$ cat src/rtl/counter_sequencer.sv
// counter_sequencer: run controller for a synchronous up-counter.
// Sequences one counter through IDLE / RUN / PAUSED / DONE with one-shot or
// auto-reload operation. The optional clock prescaler is compiled in only when
// COUNTER_SEQUENCER_PRESCALER_EN is defined; otherwise every RUN cycle is a tick
// and the prescale port is ignored.
//
// Command handshake: cmd_start and cmd_stop are single-cycle pulses with no
// ready/ack; each is acted on at the clock edge where it is sampled high, with
// priority cmd_stop > cmd_start > hold. All outputs are registered or decoded
// from registered state, so there is no combinational input-to-output path.
module counter_sequencer #(
  parameter int WIDTH          = 8,
  parameter int PRESCALE_WIDTH = 4
) (
  input  logic                      clock,
  input  logic                      reset,
  input  logic                      cmd_start,
  input  logic                      cmd_stop,
  input  logic                      hold,
  input  logic [WIDTH-1:0]          load_value,
  input  logic                      auto_reload,
  input  logic [PRESCALE_WIDTH-1:0] prescale,
  output logic [WIDTH-1:0]          count,
  output logic [1:0]                state,
  output logic                      busy,
  output logic                      done
);

  typedef enum logic [1:0] {
    ST_IDLE   = 2'b00,
    ST_RUN    = 2'b01,
    ST_PAUSED = 2'b10,
    ST_DONE   = 2'b11
  } state_e;

  state_e           state_q, state_d;
  logic [WIDTH-1:0] count_q, count_d;
  logic [WIDTH-1:0] limit_q, limit_d;
  logic             mode_q, mode_d;
  logic             done_q, done_d;

  // Prescaler control produced by the sequencer, consumed by the divider.
  logic             tick;
  logic             psc_clear;
  logic             psc_step;
  logic             do_start;

  assign do_start = cmd_start && !cmd_stop;

  // Next-state, count and done decode; defaults hold everything first.
  always_comb begin
    state_d   = state_q;
    count_d   = count_q;
    limit_d   = limit_q;
    mode_d    = mode_q;
    done_d    = 1'b0;
    psc_clear = 1'b0;
    psc_step  = 1'b0;
    if (cmd_stop) begin
      state_d   = ST_IDLE;
      count_d   = '0;
      psc_clear = 1'b1;
    end else if (cmd_start) begin
      limit_d   = load_value;
      mode_d    = auto_reload;
      count_d   = '0;
      psc_clear = 1'b1;
      state_d   = ST_RUN;
    end else begin
      case (state_q)
        ST_IDLE: begin
          count_d = '0;
        end
        ST_RUN: begin
          if (hold) begin
            // Pause without evaluating a tick; the prescaler freezes too.
            state_d = ST_PAUSED;
          end else if (tick) begin
            psc_clear = 1'b1;
            if (count_q == limit_q) begin
              done_d = 1'b1;
              if (mode_q) begin
                count_d = '0;
              end else begin
                state_d = ST_DONE;
              end
            end else begin
              count_d = count_q + WIDTH'(1);
            end
          end else begin
            psc_step = 1'b1;
          end
        end
        ST_PAUSED: begin
          // Resume costs one cycle: the first tick is evaluated on the next edge.
          if (!hold) state_d = ST_RUN;
        end
        ST_DONE: begin
          count_d = limit_q;
        end
        default: state_d = ST_IDLE;
      endcase
    end
  end

  // Sequencer state registers with synchronous active-high reset.
  always_ff @(posedge clock) begin
    if (reset) begin
      state_q <= ST_IDLE;
      count_q <= '0;
      limit_q <= '0;
      mode_q  <= 1'b0;
      done_q  <= 1'b0;
    end else begin
      state_q <= state_d;
      count_q <= count_d;
      limit_q <= limit_d;
      mode_q  <= mode_d;
      done_q  <= done_d;
    end
  end

`ifdef COUNTER_SEQUENCER_PRESCALER_EN
  logic [PRESCALE_WIDTH-1:0] psc_q, psc_d;
  logic [PRESCALE_WIDTH-1:0] p_q, p_d;

  assign tick = (psc_q == p_q);

  // Divider next-state: clear on command or tick, count up on a non-tick RUN cycle.
  always_comb begin
    psc_d = psc_q;
    p_d   = p_q;
    if (psc_clear) begin
      psc_d = '0;
    end else if (psc_step) begin
      psc_d = psc_q + PRESCALE_WIDTH'(1);
    end
    if (do_start) p_d = prescale;
  end

  // Divider registers.
  always_ff @(posedge clock) begin
    if (reset) begin
      psc_q <= '0;
      p_q   <= '0;
    end else begin
      psc_q <= psc_d;
      p_q   <= p_d;
    end
  end
`else
  // Without the divider every RUN cycle is a tick.
  assign tick = 1'b1;
  logic unused_prescale;
  assign unused_prescale = ^{prescale, psc_clear, psc_step, do_start};
`endif

  assign count = count_q;
  assign state = state_q;
  assign busy  = (state_q == ST_RUN) || (state_q == ST_PAUSED);
  assign done  = done_q;

endmodule
$ cat config.mk
export PLATFORM = sky130hd
export DESIGN_NAME = counter_sequencer
export DESIGN_NICKNAME = d
export VERILOG_FILES = /design/src/rtl/counter_sequencer.sv
export SDC_FILE = /design/constraint.sdc
export NUM_CORES = 1
export LEC_CHECK = 0
export CORE_MARGIN = 2
export CORE_UTILIZATION = 48
export DETAILED_ROUTE_END_ITERATION = 7
export PLACE_DENSITY = 0.8
export SYNTH_ARGS = -nofsm -noshare
export SYNTH_HDL_FRONTEND = slang
export SYNTH_SLANG_ARGS = --single-unit
export TNS_END_PERCENT = 10
$ cat constraint.sdc
create_clock -name clock -period 2.35 [get_ports clock]
set_input_delay 0.235 -clock clock [delete_from_list [all_inputs] [get_ports clock]]
set_output_delay 0.235 -clock clock [all_outputs]
set_load 0.01 [all_outputs]
==> results of run 1 <==
==> how the worst max path moves through the flow <==
stage / slack (ns) / end / depth (start not counted) / startpoint
final: 0.32 / count[2] / 5 / count[0]
after global routing: 0.17 / count[7] / 5 / count[0]
after CTS: 0.36 / count[7] / 5 / count[4]
after detailed placement: 0.39 / count[7] / 5 / count[4]
after global placement: 0.42 / count[7] / 5 / count[0]
after floorplan: 0.58 / count[2] / 7 / state[1]
==> cell usage in the layout, fill, tap and decap left out, drive strengths merged, types with 5 or more instances in the layout <==
master         count
nand2             25
o21ai              9
xnor2              8
inv                9
clkdlybuf4s50     25
dfxtp             20
ha                 5
nor3               6
nor2               5
a21oi             19
==> per-stage QoR <==
step / cells / utilization, %
detailed placement: 196 / 59.9
floorplan: 147 / -
global placement: 196 / 59.9
global route: 200 / 62.0
CTS: 200 / 62.0
finish: 200 / 62.0
==> logic make-up (layout without fill, tap and decap cells) <==
group                    Yosys count  in the layout  share of synthesized area, %
buffers and inverters             17             40                          7.44
AO/OA/AOI/OAI                     50             50                          30.2
AND/OR/NAND/NOR                   47             47                          18.3
XOR/XNOR                           8              8                          5.79
flip-flops                        20             20                          33.1
adder cells (fa/ha/maj)            5              5                          5.17
==> registers in the layout, indices dropped and copies added (netlist names) <==
register and cells:
mode_q 1, done 1, state 2, limit_q 8, count 8
==> power breakdown <==
part	switching, W	leakage [nW]	internal [W]
Clock	0.000113	0.0279	0.000173
Combinational	0.0000764	0.308	0.0000628
Sequential	0.0000119	0.162	0.000348
Total	0.000202	0.499	0.000584
==> routing by layer <==
| layer | global-route usage (%) | wire (µm) | vias to the layer above |
|---|---|---|---|
| li1 | - | - | 577 |
| met1 | 30.9 | 1250 | 529 |
| met2 | 37.6 | 1440 | 57 |
| met3 | 3.33 | 191 | 5 |
| met4 | 6.25 | 35 | 0 |
| met5 | 0 | 0 | - |
==> worst max-delay path, stage by stage, from the launching register on <==
cell     delay [ns]
dfxtp_1        0.46
xnor2_1        0.17
nand4_2        0.33
o41ai_4        0.61
a21oi_1        0.09
a22o_2         0.28
==> cell type report <==
class,count,area [µm²]
clock buffers,3,22.5
well taps,30,37.5
multi-input cells,110,719
flip-flops and latches,20,400
clock inverters,1,30.0
fillers,203,923
repair buffers,27,265
inverters,9,33.8
==> reports/summary.txt, run 1 <==
DRC violations left -> 0
P_leak -> 0.499 nW
hold_buf cts -> 0
Peak VDD IR -> 0.000487 V
Total GRT Usage -> 22.8%
total CTS buffers -> 3
Hold Path Depth -> 3
Synth top cells by count -> 25 x nand2_1, 20 x dfxtp_1, 19 x a21oi_1
element type at the critical path end -> flip-flop
Root Buffer Master -> clkbuf_4
crit-path max FO -> 11
Synth cell types -> 38
Worst-Margin Slew -> 0.525 ns
grt total ovfl -> 0
post-synth top area share -> 33.1%
WL per Instance -> 14.6 µm
total number of vias -> 1168
antenna violations before repair -> 0
flops & latches, synth -> 20
number of max-cap violations -> 0
vias per cell -> 5.84
Die W -> 54.2 µm
minimum clock period -> 2.03 ns
n_diodes -> 0
clock skew -> 0.00708 ns
Detailed Place HPWL -> 2.13 mm
Worst Path Arrival -> 2.25 ns
Cells after Synth -> 147
H-tree lvl count -> 1
RePlAce Congestion -> 0.887
power per cell area -> 520 nW/µm²
status -> finished clean
final instance area -> 1510 µm²
Fmax achieved -> 492 MHz
Hold WS -> 0.457 ns
RSZ-0062 raised after global routing -> false
Mapped Area -> 1210 µm²
Final nets -> 194
Post-synth EDFFs -> 0
post-route setup slack -> 0.317 ns
layout cells sized above 1 -> 9.41%
sequential area share after synthesis -> 33.1%
Max Root-Sink Buffers -> 2
final period utilization -> 86.5%
startpoint types -> flip-flop
largest net degree at the start of global routing -> 13
Max-Slew Margin vs Limit -> 64.9%
CTS sink cnt -> 20
Starting DRT DRC Count -> 51
total wire length -> 2.92 mm
Post-CTS Setup Repair Bufs -> 0
Routed Antenna Nets -> 0
post-synthesis net count -> 170
first-pass iteration count of the detailed router -> 4
Post-CTS Resized -> 0
reg2reg setup slack -> 0.32 ns
critical path type -> flip-flop to flip-flop
Mapped Avg Cell Area -> 8.23 µm²
top cells by area, synth -> dfxtp_1 33%, a21oi_1 7.9%, nand2_1 7.8%, xnor2_1 5.8%, ha_1 5.2%
Core Region -> 2430 µm²
HP Class -> primary input to flip-flop
DIE AREA -> 2940 µm²
Hold Path End -> limit_q[7]
Final Hold Viols -> 0
I/O Pins -> 30
area leader, netlist -> dfxtp_1
Worst-path clk slew -> 0.12 ns
HP Start -> load_value[7]
Die H -> 54.2 µm
DP Worst Slack -> 0.389 ns
Setup Viol. Count Final -> 0
initial core utilization -> 49.7%
ys flop type -> dfxtp_1
TritonCTS clock tree -> yes
PortBufs -> 25
Synth warnings -> 0
row count -> 18
top-count cell post-synth -> nand2_1
first-pass GRT wire length -> 4.80 mm
Final Max Tran Viols -> 0
dpl cell area -> 1460 µm²
Critical Path RT -> 2.57 ns
Pwr Total -> 0.000785 W
Worst Reg2Reg Path Length in Cells -> 5
Fin Setup TNS -> 0 ns
Reg-to-Reg End -> count[2]
P&R area growth vs syn -> 24.7%
FFs w/ async S/R, synth -> 0%
reg2reg start -> count[0]
Clock Latency Late Sink -> 0.31 ns
vias in the first global route -> 1035
(Power assumes the default switching activity.)
==> run 2: changes to the inputs <==
--- a/config.mk
+++ b/config.mk
@@ -8,7 +8,8 @@
 export CORE_MARGIN = 2
 export CORE_UTILIZATION = 48
 export DETAILED_ROUTE_END_ITERATION = 7
-export PLACE_DENSITY = 0.8
+export PLACE_DENSITY_LB_ADDON = 0.25
+export SLEW_MARGIN = 20
 export SYNTH_ARGS = -nofsm -noshare
 export SYNTH_HDL_FRONTEND = slang
 export SYNTH_SLANG_ARGS = --single-unit
==> reports/summary.txt, run 2 (synthesized netlist as in run 1, its figures left out) <==
layout cells sized above 1 -> 9.94%
Post-CTS Setup Repair Bufs -> 0
P_leak -> 0.504 nW
Detailed Place HPWL -> 2.11 mm
Worst Path Arrival -> 2.20 ns
Setup Viol. Count Final -> 0
Total GRT Usage -> 20.9%
Root Buffer Master -> clkbuf_4
Max-Slew Margin vs Limit -> 63.2%
CTS sink cnt -> 20
startpoint types -> flip-flop
critical path type -> flip-flop to flip-flop
RePlAce Congestion -> 0.911
number of max-cap violations -> 0
TritonCTS clock tree -> yes
Worst-path clk slew -> 0.12 ns
clock skew -> 0.00366 ns
Peak VDD IR -> 0.000578 V
PortBufs -> 25
DP Cell Count -> 197
final period utilization -> 84.1%
Final Max Tran Viols -> 0
Pwr Total -> 0.000789 W
DRC violations left -> 0
grt total ovfl -> 0
Routed Antenna Nets -> 0
HP Class -> primary input to flip-flop
element type at the critical path end -> flip-flop
largest net degree at the start of global routing -> 13
I/O Pins -> 30
n_diodes -> 0
total number of vias -> 1147
Clock Latency Late Sink -> 0.31 ns
vias per cell -> 5.71
Final Hold Viols -> 0
total CTS buffers -> 3
Max Root-Sink Buffers -> 2
Finished Layout Cells -> 201
Post-CTS Resized -> 0
Worst-Margin Slew -> 0.551 ns
Critical Path RT -> 2.57 ns
Fin Setup TNS -> 0 ns
Final nets -> 195
most frequent cells in the layout -> 25 x nand2_1, 25 x clkdlybuf4s50_1, 20 x dfxtp_1
row count -> 18
crit-path max FO -> 11
minimum clock period -> 1.98 ns
WL per Instance -> 13.6 µm
Core Region -> 2430 µm²
Fmax achieved -> 506 MHz
DIE AREA -> 2940 µm²
RSZ-0062 raised after global routing -> false
DP Worst Slack -> 0.410 ns
initial core utilization -> 49.7%
total wire length -> 2.74 mm
Die H -> 54.2 µm
status -> finished clean
Die W -> 54.2 µm
first-pass GRT wire length -> 4.46 mm
vias in the first global route -> 989
first-pass iteration count of the detailed router -> 4
H-tree lvl count -> 1
antenna violations before repair -> 0
Starting DRT DRC Count -> 22
P&R area growth vs syn -> 25.3%
post-route setup slack -> 0.374 ns
power per cell area -> 520 nW/µm²
hold_buf cts -> 0
==> run 2: path summary, 6_finish.rpt <==
| check | from | endpoint | slack (ns) | cells past startpoint |
|---|---|---|---|---|
| min reg2reg | limit_q[2] | limit_q[2] | 0.50 | 2 |
| max | count[3] | count[2] | 0.37 | 5 |
| min | load_value[5] | limit_q[5] | 0.46 | 3 |
| max reg2reg | count[3] | count[2] | 0.37 | 5 |
==> run 2: metal layers <==
metal	vias up	GRT usage, %	routed length, µm	part of all wire (%)
li1	580	-	-	-
met1	536	27.6	1220	44
met2	29	34.1	1370	50
met3	2	5.56	144	5.3
met4	0	3.75	10	0.36
met5	-	0	0	0
==> run 2: critical path, stage by stage, from the launching register on <==
cell and delay, ns:
dfxtp_1 0.50, xnor2_1 0.18, nand4_2 0.32, o41ai_4 0.52, a21oi_1 0.08, a22o_2 0.27
==> run 2: layout make-up <==
cell class	count	area (µm²)
Multi-Input combinational cell	110	719
Inverter	9	33.8
Clock buffer	3	22.5
Tap cell	30	37.5
Sequential cell	20	400
Clock inverter	1	30.0
Timing Repair Buffer	28	273
Fill cell	226	916
==> run 2: per-stage QoR <==
step | utilization, % | hold slack, ns | area, µm²
2_1_floorplan | - | 0.313 | 1210
3_3_place_gp | 60.2 | 0.480 | 1460
3_5_place_dp | 60.2 | 0.488 | 1460
4_1_cts | 62.3 | 0.441 | 1520
5_1_grt | 62.3 | 0.440 | 1520
6_report | 62.3 | 0.457 | 1520
==> run 2: power by group <==
part	internal [W]	switching (W)	leakage [nW]
Clock	0.000173	0.000114	0.0279
Sequential	0.000348	0.0000116	0.162
Combinational	0.0000659	0.0000759	0.313
